--- config.mk ---
export PLATFORM = sky130hd
export DESIGN_NAME = des_expand_pipe
export DESIGN_NICKNAME = d
export VERILOG_FILES = /design/src/rtl/des_expand_pipe.sv
export SDC_FILE = /design/constraint.sdc
export NUM_CORES = 1
export LEC_CHECK = 0
export CORE_MARGIN = 8
export CORE_UTILIZATION = 53
export DETAILED_ROUTE_END_ITERATION = 7
export PLACE_DENSITY_LB_ADDON = 0.12
export SYNTH_ARGS = -nofsm -noshare
export SYNTH_HDL_FRONTEND = slang
export SYNTH_SLANG_ARGS = --single-unit
--- constraint.sdc ---
create_clock -name clk -period 3.7 [get_ports clk]
set_input_delay 1.11 -clock clk [delete_from_list [all_inputs] [get_ports clk]]
set_output_delay 1.11 -clock clk [all_outputs]
set_load 0.005 [all_outputs]
--- src/rtl/des_expand_pipe.sv ---
// DES E-style expansion with optional subkey mix, carried through a DEPTH-stage valid/ready pipeline.
// Optional parity sideband is enabled with the DES_EXP_PARITY_EN macro.
module des_expand_pipe #(
  parameter int HALF_W = 32,
  parameter int SEG    = 4,
  parameter int DEPTH  = 2,
  parameter int TAG_W  = 4,
  localparam int OUT_W = (HALF_W / SEG) * (SEG + 2)
) (
  input  logic               clk,
  input  logic               rst,
  input  logic               in_valid,
  output logic               in_ready,
  input  logic [HALF_W:0]    data_in,
  input  logic [OUT_W:0]     key_in,
  input  logic               mix_en,
  input  logic [TAG_W-1:0]   tag_in,
  output logic               out_valid,
  input  logic               out_ready,
  output logic [OUT_W:0]     data_out,
  output logic [TAG_W-1:0]   tag_out,
  output logic               busy
`ifdef DES_EXP_PARITY_EN
  ,
  output logic               par_out
`endif
);

  localparam int NSEG = HALF_W / SEG;

  logic [OUT_W:1]     exp_w;
  logic [OUT_W:1]     mix_w;

  logic [DEPTH-1:0]   valid_q;
  logic [DEPTH-1:0]   valid_d;
  logic [DEPTH-1:0]   load;
  logic [OUT_W:1]     data_q [DEPTH];
  logic [OUT_W:1]     data_d [DEPTH];
  logic [TAG_W-1:0]   tag_q  [DEPTH];
  logic [TAG_W-1:0]   tag_d  [DEPTH];
`ifdef DES_EXP_PARITY_EN
  logic [DEPTH-1:0]   par_q;
  logic [DEPTH-1:0]   par_d;
`endif

  // Bit 0 of data_in/key_in is unused; buses keep 1-based bit numbering.
  logic unused_bits;
  assign unused_bits = data_in[0] ^ key_in[0];

  always_comb begin
    exp_w = '0;
    for (int j = 0; j < NSEG; j++) begin
      exp_w[j*(SEG+2)+1] = data_in[((j*SEG+HALF_W-1) % HALF_W)+1];
      for (int k = 1; k <= SEG; k++) begin
        exp_w[j*(SEG+2)+1+k] = data_in[j*SEG+k];
      end
      exp_w[j*(SEG+2)+SEG+2] = data_in[(((j+1)*SEG) % HALF_W)+1];
    end
  end

  assign mix_w = exp_w ^ (mix_en ? key_in[OUT_W:1] : '0);

  // Ready ripples back from out_ready so a full pipe can accept and emit in one cycle.
  always_comb begin
    logic ld;
    ld   = out_ready;
    load = '0;
    for (int i = DEPTH-1; i >= 0; i--) begin
      ld      = ~valid_q[i] | ld;
      load[i] = ld;
    end
  end

  assign in_ready = load[0] & ~rst;

  always_comb begin
    valid_d[0] = in_valid & in_ready;
    data_d[0]  = mix_w;
    tag_d[0]   = tag_in;
`ifdef DES_EXP_PARITY_EN
    par_d[0]   = ^mix_w;
`endif
    for (int i = 1; i < DEPTH; i++) begin
      valid_d[i] = valid_q[i-1];
      data_d[i]  = data_q[i-1];
      tag_d[i]   = tag_q[i-1];
`ifdef DES_EXP_PARITY_EN
      par_d[i]   = par_q[i-1];
`endif
    end
  end

  always_ff @(posedge clk) begin
    if (rst) begin
      valid_q <= '0;
`ifdef DES_EXP_PARITY_EN
      par_q   <= '0;
`endif
      for (int i = 0; i < DEPTH; i++) begin
        data_q[i] <= '0;
        tag_q[i]  <= '0;
      end
    end else begin
      for (int i = 0; i < DEPTH; i++) begin
        if (load[i]) begin
          valid_q[i] <= valid_d[i];
          if (valid_d[i]) begin
            data_q[i] <= data_d[i];
            tag_q[i]  <= tag_d[i];
`ifdef DES_EXP_PARITY_EN
            par_q[i]  <= par_d[i];
`endif
          end
        end
      end
    end
  end

  assign out_valid = valid_q[DEPTH-1];
  assign data_out  = {data_q[DEPTH-1], 1'b0};
  assign tag_out   = tag_q[DEPTH-1];
  assign busy      = |valid_q;
`ifdef DES_EXP_PARITY_EN
  assign par_out   = par_q[DEPTH-1];
`endif

endmodule
==> flow_metrics.tcl <==
set metrics [dict create \
    status "completed" \
    slew_headroom 0.3634 \
    dr_total_vias 3429 \
    first_iter_violations 210 \
    p_leak_nw 2.442 \
    ant_nets 0 \
    ys_warn_count 0 \
    die_h_um 118.0 \
    crit_chain "clkdlybuf4s50_1, and3b_4, nor2_1, clkdlybuf4s50_1" \
    tns_ns 0 \
    cts_buffers 9 \
    reg2reg_to "data_q[0][8]$_SDFFCE_PN0P_" \
    worstPathArrival_ns 2.45 \
    ir_worst_vdd_uv 230.7 \
    path_buf_inv 2 \
    postCtsSetupRepairBufs 0 \
    worst_hold_path_type "reg2reg" \
    vias_per_cell 5.522 \
    critical_path_required_ns 2.59 \
    synthToLayoutAreaGrowth_pct 30.64 \
    maxUsedRoutingLayer "met4" \
    dieArea_sq_um 13910 \
    htree_levels 3 \
    wire_per_inst_um 18.63 \
    firstDrtPassIters 4 \
    synth-seq-area-share 0.5742 \
    cp_slowest_stage_delay_ns 0.55 \
    worstSetupStartpoint "out_ready" \
    clockPowerShare 0.264 \
    hold_slack_ns 0.5579 \
    synth-seq-cells 106 \
    drv_cap 0 \
    hold_viol 0 \
    synth_edf_count 104 \
    switchingPower_uw 571.1 \
    critPathTopFamily "buffers and inverters" \
    drv_slew 0 \
    dp_hpwl_um 7766 \
    rsz0062_at_grt "no" \
    stdcell_area_sq_um 7197 \
    cp_common_cell "clkdlybuf4s50_1" \
    antenna_found_initial 0 \
    root_buffer "clkbuf_8" \
    critical_path_class "in2out" \
    ff2ff_setup_slack_ns 1.82 \
    cts_tree "done" \
    numClockSinks 106 \
    final_cells 621 \
    r2r_cells 3 \
    path_max_fanout 3 \
    p_sw_frac 0.2223 \
    worstMarginPinSlew_ns 0.9523 \
    min_from "valid_q[0]$_SDFFE_PP0N_" \
    startpoint_type "primary input" \
    track_usage 0.1675 \
    met3_wirelength_um 552 \
    period_share 0.9634 \
    ys.flop_type "edfxtp_1" \
    timing.final.crit_period_ns 3.565 \
    finalWirelength_um 11570 \
    synth_nets 445 \
    setup_viol 0 \
    holdPathEnd "valid_q[1]$_SDFFE_PP0P_" \
    seq_power_share 0.564 \
    port_buffers 143 \
    clkLatencyLatePin_ns 0.36 \
    async_reset_ff_frac 0 \
    grt_pass1_vias 3696 \
    r2r-start "valid_q[0]$_SDFFE_PP0N_" \
    internal-power_mw 1.998 \
    cts-resized-gates 0 \
    initial_core_util 0.5385 \
    place.gp.congestion 0.7158 \
    core_sq_um 10230 \
    ios 147 \
    min_path_cells 2 \
    grt_pass1_wl_um 18760 \
    netlist_area_sq_um 5509 \
    met1Wirelength_um 4790 \
    drive_gt1_frac 0.3216 \
    clk_pin_slew_worst_paths_ns 0.09 \
    place_inst 605 \
    clock_path_buffers 2 \
    slowest_stage "clkdlybuf4s50_1" \
    met2WireLength_um 6029 \
    powerDensity_nw_per_um2 356.9 \
    place_area_sq_um 7013 \
    antenna_cells 0 \
    syn_inst 354 \
    rows 37 \
    syn_area_per_cell_sq_um 15.56 \
    grt-ovfl-total 0 \
    nets 571 \
    max_freq_ghz 0.2805 \
    skew_ns 0.009404 \
    die_w_um 118.0 \
    yosysUniqueCellTypes 21 \
    cts-hold-fix-buffers 0 \
    grt_max_degree 105 \
    power_frac_comb 0.172 \
    worstSetupEndpointType "output pin" \
    drc 0 \
]
power by group through the flow:
stage                     registers [mW]  logic (mW)  clock network (mW)
final                               1.45       0.443               0.678
after detailed placement            1.48       0.448                   0
after floorplan                     1.48       0.202                   0
after global placement              1.47       0.435                   0
after global routing                1.46       0.476               0.744
after CTS                           1.45       0.449               0.691
per-stage QoR:
step	utilization	total power, mW	setup slack (ns)
2_1_floorplan	-	1.679	0.8247
6_report	0.7034	2.569	0.1355
3_5_place_dp	0.6855	1.924	0.1461
4_1_cts	0.7034	2.590	0.1403
3_3_place_gp	0.6855	1.908	0.1521
5_1_grt	0.7034	2.679	0.1032
layer usage:
metal / vias up / global-route usage
met5: - / 0
met4: 0 / 0.07126
met3: 14 / 0.04173
met2: 86 / 0.2901
met1: 1683 / 0.1931
li1: 1646 / -
worst min-delay path, cell delays in order (launching register included):
cell	delay [ns]
dfxtp_1	0.39
inv_1	0.08
a21oi_1	0.05
layout make-up:
| type | instances | area (sq um) |
|---|---|---|
| clock inverter | 7 | 60.06 |
| sequential | 106 | 3163 |
| multi-input combinational | 211 | 2118 |
| inverter | 2 | 7.507 |
| timing repair buffer | 150 | 1554 |
| tap | 136 | 170.2 |
| fill | 715 | 3034 |
| clock buffer | 9 | 123.9 |
cell usage in the layout, fill, tap and decap left out:
cell type        netlist  routed
a211oi_1              15      15
a211oi_2              33      33
a21bo_2               48      48
a21o_2                 0       2
a21oi_1                2       2
and3b_4                0       1
buf_12                 0       6
buf_2                 16       1
buf_4                  6       1
bufinv_16              0       1
clkbuf_8               0       9
clkdlybuf4s50_1        0     142
clkinv_1               0       3
clkinv_2               0       2
clkinv_4               0       1
conb_1                 1       1
dfxtp_1                2       2
edfxtp_1             104     104
inv_1                  2       2
nand2b_1               1       1
nand3b_1              49      49
nor2_1                 1       1
nor3b_1                7       7
nor3b_2               49      49
o21bai_4               0       1
or2_2                  1       1
how the worst max path moves through the flow:
stage / to / slack, ns / cells past startpoint
finish: in_ready / 0.14 / 4
floorplan: in_ready / 0.82 / 5
CTS: in_ready / 0.14 / 4
global placement: in_ready / 0.15 / 4
detailed placement: in_ready / 0.15 / 4
global route: in_ready / 0.10 / 4
Yosys cell counts, types with 5 or more instances:
master,instances,area [sq um]
a211oi_1,15,112.6
nor3b_1,7,52.55
clkbuf_1,5,18.77
nor3b_2,49,613.1
edfxtp_1,104,3123
buf_2,16,80.08
a21bo_2,48,480.5
buf_6,8,90.09
buf_4,6,45.04
nand3b_1,49,367.9
a211oi_2,33,412.9
sequential cells by signal (all words and copies together), names as in the netlist:
name	cells
valid_q	2
data_q	96
tag_q	8
logic make-up (layout without fill, tap and decap cells):
| logic type | after synthesis | after routing | share of synthesized area |
|---|---|---|---|
| other | 1 | 1 | 0.0006807 |
| buffers and inverters | 37 | 168 | 0.04384 |
| flip-flops | 106 | 106 | 0.5742 |
| AND/OR/NAND/NOR | 109 | 109 | 0.1921 |
| AO/OA/AOI/OAI | 101 | 101 | 0.1892 |
Note: power is estimated with default switching activity, not from simulation.
